File: config.mk
export PLATFORM = sky130hd
export DESIGN_NAME = program_loader_ram
export DESIGN_NICKNAME = d
export VERILOG_FILES = /design/src/rtl/cpu_pkg.sv /design/src/rtl/ram_16x8.sv /design/src/rtl/program_loader_ram.sv
export SDC_FILE = /design/constraint.sdc
export NUM_CORES = 1
export LEC_CHECK = 0
export CELL_PAD_IN_SITES_DETAIL_PLACEMENT = 1
export CELL_PAD_IN_SITES_GLOBAL_PLACEMENT = 1
export CORE_ASPECT_RATIO = 0.6
export CORE_MARGIN = 5
export CORE_UTILIZATION = 54
export CTS_CLUSTER_DIAMETER = 80
export CTS_CLUSTER_SIZE = 40
export DETAILED_ROUTE_END_ITERATION = 12
export PLACE_DENSITY_LB_ADDON = 0.1
export SYNTH_ARGS = -nofsm -noshare
export SYNTH_HDL_FRONTEND = slang
export SYNTH_HIERARCHICAL = 1
export SYNTH_SLANG_ARGS = --single-unit
File: constraint.sdc
create_clock -name clk -period 6.25 [get_ports clk]
set_clock_uncertainty 0.05 [all_clocks]
set_input_delay 1.25 -clock clk [delete_from_list [all_inputs] [get_ports clk]]
set_output_delay 1.25 -clock clk [all_outputs]
set_load 0.05 [all_outputs]
File: src/rtl/cpu_pkg.sv
// Shared constants and loader state encoding for the CPU memory subsystem.
//   CPU_DATA_W : CPU data bus width
//   CPU_ADDR_W : CPU address bus width
//   CPU_DEPTH  : words in the program/data RAM (2**CPU_ADDR_W)
//   loader_state_e : boot loader phases ZERO -> LOAD -> RUN
package cpu_pkg;

  localparam int unsigned CPU_DATA_W = 8;
  localparam int unsigned CPU_ADDR_W = 4;
  localparam int unsigned CPU_DEPTH  = 16;

  typedef enum logic [1:0] {
    ZERO = 2'd0,
    LOAD = 2'd1,
    RUN  = 2'd2
  } loader_state_e;

endpackage

File: src/rtl/ram_16x8.sv
// Word-addressed RAM with combinational read and one synchronous write port.
//   clk   : rising-edge clock
//   we    : write enable, sampled at posedge
//   waddr : write address
//   wdata : write data
//   raddr : read address
//   rdata : read data, combinational; reflects the old word until the write edge
module ram_16x8
  import cpu_pkg::*;
#(
  parameter int unsigned DATA_W = CPU_DATA_W,
  parameter int unsigned ADDR_W = CPU_ADDR_W,
  parameter int unsigned DEPTH  = CPU_DEPTH
) (
  input  logic              clk,
  input  logic              we,
  input  logic [ADDR_W-1:0] waddr,
  input  logic [DATA_W-1:0] wdata,
  input  logic [ADDR_W-1:0] raddr,
  output logic [DATA_W-1:0] rdata
);

  logic [DATA_W-1:0] mem_q [DEPTH];

  always_ff @(posedge clk) begin
    if (we) begin
      mem_q[waddr] <= wdata;
    end
  end

  assign rdata = mem_q[raddr];

endmodule

File: src/rtl/program_loader_ram.sv
// Program/data RAM with a boot loader in front of it.
// After reset the array is zero-filled, then a program byte stream is written
// from address 0 upward while the CPU is held in clear. The CPU is then
// released and served by an async-read / sync-write memory port.
//   clk          : rising-edge clock
//   clr          : synchronous reset, active-low
//   load_valid   : loader beat valid
//   load_data    : loader byte
//   load_last    : final beat of the program
//   load_ready   : loader may present a beat
//   reload       : 1-cycle pulse, restarts the boot sequence (RUN only)
//   cpu_clr      : CPU clear; 1 holds the CPU in clear
//   trunc        : sticky, the array filled up without load_last
//   cpu_read     : CPU read strobe (reads are combinational, unused here)
//   cpu_write    : CPU write strobe
//   cpu_address  : CPU address
//   cpu_data_in  : CPU write data
//   cpu_data_out : CPU read data, 0 outside RUN
module program_loader_ram
  import cpu_pkg::*;
#(
  parameter int unsigned DATA_W = CPU_DATA_W,
  parameter int unsigned ADDR_W = CPU_ADDR_W,
  parameter int unsigned DEPTH  = CPU_DEPTH
) (
  input  logic              clk,
  input  logic              clr,
  input  logic              load_valid,
  input  logic [DATA_W-1:0] load_data,
  input  logic              load_last,
  output logic              load_ready,
  input  logic              reload,
  output logic              cpu_clr,
  output logic              trunc,
  input  logic              cpu_read,
  input  logic              cpu_write,
  input  logic [ADDR_W-1:0] cpu_address,
  input  logic [DATA_W-1:0] cpu_data_in,
  output logic [DATA_W-1:0] cpu_data_out
);

  localparam int unsigned      PTR_W    = ADDR_W + 1;
  localparam logic [PTR_W-1:0] PTR_LAST = PTR_W'(DEPTH - 1);
  localparam logic [PTR_W-1:0] PTR_ONE  = PTR_W'(1);

  loader_state_e     state_q, state_d;
  logic [PTR_W-1:0]  ptr_q, ptr_d;
  logic              trunc_q, trunc_d;
  logic              cpu_clr_q, cpu_clr_d;
  logic              load_ready_q, load_ready_d;

  logic              beat_accept;
  logic              mem_we;
  logic [ADDR_W-1:0] mem_waddr;
  logic [DATA_W-1:0] mem_wdata;
  logic [DATA_W-1:0] mem_rdata;

  // Reads are combinational; the strobe carries no information for the array.
  logic unused_cpu_read;
  assign unused_cpu_read = cpu_read;

  assign beat_accept = load_valid & load_ready_q;

  always_comb begin
    state_d      = state_q;
    ptr_d        = ptr_q;
    trunc_d      = trunc_q;
    cpu_clr_d    = cpu_clr_q;
    load_ready_d = load_ready_q;
    mem_we       = 1'b0;
    mem_waddr    = ptr_q[ADDR_W-1:0];
    mem_wdata    = '0;

    unique case (state_q)
      ZERO: begin
        mem_we = 1'b1;
        ptr_d  = ptr_q + PTR_ONE;
        if (ptr_q == PTR_LAST) begin
          ptr_d        = '0;
          state_d      = LOAD;
          load_ready_d = 1'b1;
        end
      end
      LOAD: begin
        if (beat_accept) begin
          mem_we    = 1'b1;
          mem_wdata = load_data;
          ptr_d     = ptr_q + PTR_ONE;
          if (load_last || (ptr_q == PTR_LAST)) begin
            state_d      = RUN;
            load_ready_d = 1'b0;
          end
          if ((ptr_q == PTR_LAST) && !load_last) begin
            trunc_d = 1'b1;
          end
        end
      end
      RUN: begin
        // Clear drops one cycle after entry so the CPU sees one clear edge
        // after the load completes.
        cpu_clr_d = 1'b0;
        if (cpu_write) begin
          mem_we    = 1'b1;
          mem_waddr = cpu_address;
          mem_wdata = cpu_data_in;
        end
        // A CPU write in the reload cycle still commits above.
        if (reload) begin
          cpu_clr_d = 1'b1;
          ptr_d     = '0;
          trunc_d   = 1'b0;
          state_d   = ZERO;
        end
      end
      default: begin
        state_d = ZERO;
      end
    endcase
  end

  always_ff @(posedge clk) begin
    if (!clr) begin
      state_q      <= ZERO;
      ptr_q        <= '0;
      trunc_q      <= 1'b0;
      cpu_clr_q    <= 1'b1;
      load_ready_q <= 1'b0;
    end else begin
      state_q      <= state_d;
      ptr_q        <= ptr_d;
      trunc_q      <= trunc_d;
      cpu_clr_q    <= cpu_clr_d;
      load_ready_q <= load_ready_d;
    end
  end

  // The array is left untouched in the reset cycle; ZERO clears it.
  ram_16x8 #(
    .DATA_W (DATA_W),
    .ADDR_W (ADDR_W),
    .DEPTH  (DEPTH)
  ) u_ram (
    .clk   (clk),
    .we    (mem_we & clr),
    .waddr (mem_waddr),
    .wdata (mem_wdata),
    .raddr (cpu_address),
    .rdata (mem_rdata)
  );

  assign load_ready   = load_ready_q;
  assign cpu_clr      = cpu_clr_q;
  assign trunc        = trunc_q;
  assign cpu_data_out = (state_q == RUN) ? mem_rdata : '0;

endmodule

# After elaboration in Yosys (flattened, before gate mapping)
# Memory sizes are Yosys's and may differ from the RTL's.
# Index checks and enable logic that the tools add are counted.
# totals
register_bits,10
ramBits,128
inputBits,27
output_inout_bits,11
wordCells,57
mem_count,1
# memory_table
name,words,width,read_ports,rd_clocked_by_memory_dff,write_ports,line,source
u_ram.mem_q,16,8,1,0,1,ram_16x8.sv:23,logic [DATA_W-1:0] mem_q [DEPTH];
# classes
n_addsub,1
n_eq_ne,8
muxes,29
n_bitwise,2
reduce_logical,11
# ops
operator,n
$mux W8,3
$pmux W8 S2,1
$mux W5,3
$pmux W5 S3,1
$reduce_and A4 Y1,3
$mux W1,11
$ne A2 B2 Y1 const B,5
$mux W2,4
$mux W4,2
$pmux W2 S3,1
$add A5 B1 Y5 const B,1
$eq A5 B4 Y1 const B,1
$pmux W1 S2,2
$reduce_bool A2 Y1,2
$pmux W1 S3,1
$reduce_and A3 Y1,1
$reduce_bool A3 Y1,1
$and A1 B1 Y1,2
$eq A2 B1 Y1 const B,1
$eq A2 B2 Y1 const B,1
$logic_not A2 Y1,1
$logic_and A1 B1 Y1,1
$logic_not A1 Y1,1
$logic_or A1 B1 Y1,1

# Depth between registers and ports, before layout
# logic_depth
depth_word,6
mapped_depth,8
ltp_nobuf,7

# Cells and area by module
# The synthesis kept the hierarchy.
# by_module_without_submodules
mod,n_inst,cells_per_inst,area_each_um2,seq_area_each_um2
ram_16x8,1,221,4987.3,3843.7
program_loader_ram,1,113,957.2,200.2

# Worst setup path after synthesis
# Ideal clock, no wire load.
# synth_timing
path_kind,input-to-output
start,input port cpu_address[0]
end,output port cpu_data_out[1]
arrival_time_ns,2.591
required_time_ns,4.950
path_slack_ns,2.359
stages,6
path_buffers,2
path_cell_list,buf_6 buf_6 mux4_1 a22oi_1 nand2_1 and2_1
# synth_between
elab_chain_cells,2
# synth_lines
element,line,source
"start, declared",program_loader_ram.sv:37,"input logic [ADDR_W-1:0] cpu_address,"
$mem_v2 Z16 W8,-,
via mem_rdata[1],program_loader_ram.sv:56,logic [DATA_W-1:0] mem_rdata;
$mux W8,program_loader_ram.sv:154,assign cpu_data_out = (state_q == RUN) ? mem_rdata : '0;
"end, declared",program_loader_ram.sv:39,output logic [DATA_W-1:0] cpu_data_out
# The timed path passes the listed nets, and every way through them passes these cells.

# Worst setup path after layout
# layout_timing
start,input port cpu_address[3]
end,output port cpu_data_out[3]
# The elaborated chain is that of the path after synthesis.

==> reports/qor.yml <==
floorplan:
  core_sq_um: 10670
  io_pins: 38
  rows: 29
  start_util_pct: 55.72
  dieArea_sq_um: 13280
  die_x_um: 145.5
  fp.dieH_um: 91.27
worst_setup_path:
  timing.rr.start: "state_q[0]"
  cp.required_ps: 4950
  path_buf_inv: 2
  cp_top_family: "buffers and inverters"
  rrSetupSlack_ps: 2470
  startpoint: "cpu_address[3]"
  worst-setup-path-type: "primary input to output pin"
  worstPathArrival_ps: 3920
  crit_path_max_fanout: 8
  end_kind: "output pin"
  slowest_stage: "clkdlybuf4s50_1"
  cp_num_cells: 6
  cp_common_cell: "clkdlybuf4s50_1"
  crit_path_start_kind: "primary input"
  worstReg2RegEnd: "u_ram/mem_q[3][3]"
  critical-path-max-stage-delay_ps: 800
  cp_cell_sequence: "clkdlybuf4s50_1 -> nor2b_1 -> a22oi_1 -> nand2_1 -> and2_1 -> clkdlybuf4s50_1"
  r2r_cells: 7
  worstSetupEndpoint: "cpu_data_out[3]"
timing:
  period_minus_slack_ps: 5222
  tns_ps: 0
  max_freq_mhz: 191.5
  worst_pin_slew_ps: 1165
  max_slew_margin_pct: 22.19
  finalSetupViolCount: 0
  finalHoldViolations: 0
  timing.final.crit_share_pct: 83.56
  rsz0062_at_grt: "false"
  slew_violations: 0
logic_synthesis:
  netlist.area_leader.share_pct: 64.66
  ys_ff_latch: 138
  syn_nets: 370
  synth_area_sq_um: 5944
  synth_area_leaders: "edfxtp_1, mux4_2, mux4_1"
  seq_area_frac_synth_pct: 68.03
  synth_edf_count: 128
  synth_ff_type: "edfxtp_1"
  yosysWarnings: 6
  syn_area_per_cell_sq_um: 17.80
  async_flop_share_pct: 0
  ys_types: 46
  syn_inst: 334
  synth_top_area_cell: "edfxtp_1"
clock_tree:
  cts.htree.levels: 4
  cts_root_buf: "clkbuf_16"
  clock-sinks: 138
  cts-buffers-inserted: 17
  cts_tree: "done"
  cts_setup_buffers: 0
  cts_hold_buf: 0
  clk_latency_ps: 420
  path_clk_slew_ps: 60
  cts_resized: 0
  cts_buffer_depth: 2
drt:
  routed_via_density: 6.122
  ant_nets: 0
  drt-initial-drc-count: 256
  wl_per_cell_um: 26.10
  wl_um: 13890
  drc: 0
  num_vias: 3257
  drt_first_pass_iters: 4
place:
  portBuffers: 36
  gp_congestion: 0.7244
  dp.final_hpwl_um: 9488
  placed_cell_area_sq_um: 6412
  placed_cells: 500
grt:
  grt_pass1_vias: 3423
  grtUsageTotal_pct: 21.83
  grt_pass1_wl_um: 21210
  antenna_found_initial: 0
  grt.overflow.total: 0
  grt_max_degree: 34
job:
  cap_violations: 0
pwr:
  total_power_mw: 2.071
  peakVddDrop_uv: 223.2
  power.leakage_nw: 2.439
  power.density_nw_per_um2: 296.2
layout:
  drive_above_1_share_pct: 19.08
  fin_cells: 532
  final_nets: 416
  finalInstanceArea_sq_um: 6990
  diodes: 0
  post-route-util_pct: 65.53
  area_growth_pct: 17.60
worst_hold_path:
  hold_path_class: "register to register"
outcome:
  run_status: "completed"
-- sequential cells by signal (all words and copies together) (netlist names) --
register	flops
u_ram/mem_q	128
state_q	2
cpu_clr	1
trunc	1
load_ready	1
ptr_q	5
-- layout make-up --
type | instances | area, sq um
sequential | 138 | 4044
fill | 931 | 3677
multi-input combinational | 174 | 1768
clock buffer | 18 | 429.2
timing repair buffer | 42 | 400.4
tap | 139 | 173.9
clock inverter | 14 | 148.9
inverter | 7 | 26.28
-- cell usage after synthesis, types with 3 or more instances --
| master | count |
|---|---|
| a22oi_1 | 24 |
| and2_1 | 10 |
| buf_2 | 5 |
| buf_6 | 3 |
| clkdlybuf4s25_2 | 3 |
| dfxtp_1 | 10 |
| edfxtp_1 | 128 |
| ha_1 | 9 |
| inv_1 | 6 |
| mux2_2 | 4 |
| mux4_1 | 14 |
| mux4_2 | 18 |
| nand2_1 | 17 |
| nand2b_1 | 6 |
| nand3_1 | 5 |
| nand3b_1 | 6 |
| nor2_1 | 16 |
| nor2b_1 | 9 |
| nor3_1 | 6 |
-- tightest hold or removal path, stage by stage (launching register included) --
cell,delay [ps]
dfxtp_1,340
nand2_1,70
a21boi_1,60
-- layer usage --
metal,share of wire [%],global-route usage [%],up-vias
met3,8.1,5.124,9
li1,-,-,1439
met1,47,34.38,1697
met4,0.90,6.910,0
met5,0,0,-
met2,44,30.18,112
-- layout by cell type (no fill, tap or decap), drive strengths merged, types with 7 or more instances in the layout --
master         netlist  final
and2                10     10
mux4                32     32
buf                 10      7
nor2                16     16
edfxtp             128    128
dfxtp               10     10
clkbuf               2     18
ha                   9      9
clkdlybuf4s50        0     35
inv                  7      9
nor2b               10     10
nor3                 7      7
nand2               18     18
a22oi               24     24
-- how the worst min path moves through the flow --
stage,startpoint,end,slack [ps],depth (start not counted)
floorplan,ptr_q[1],ptr_q[1],410,2
global placement,ptr_q[1],ptr_q[1],440,2
detailed placement,ptr_q[1],ptr_q[1],460,2
CTS,ptr_q[1],ptr_q[1],470,2
global route,ptr_q[1],ptr_q[1],500,2
finish,ptr_q[1],ptr_q[1],460,2
-- stage by stage --
step	hold slack (ps)	setup slack (ps)
after floorplan	408.5	2359
after global placement	438.9	1136
after detailed placement	461.2	1036
after CTS	467.9	1028
after global routing	499.6	895.5
final	463.6	1028
-- logic make-up (layout without fill, tap and decap cells) --
group	after synthesis	after routing	share of synthesized area, %
flops	138	138	68.03
simple gates	86	86	8.020
compound gates	40	40	5.262
mux	39	39	14.48
buf+inv	22	81	2.315
fa+ha+maj	9	9	1.894
-- report_power, final --
part           internal (mW)  total [mW]  switching, mW
Sequential              1.01        1.01        0.00436
Clock                  0.588       0.976          0.388
Combinational         0.0390      0.0825         0.0435
Total                   1.64        2.07          0.436
No activity file was read; power rests on OpenSTA's default activity.
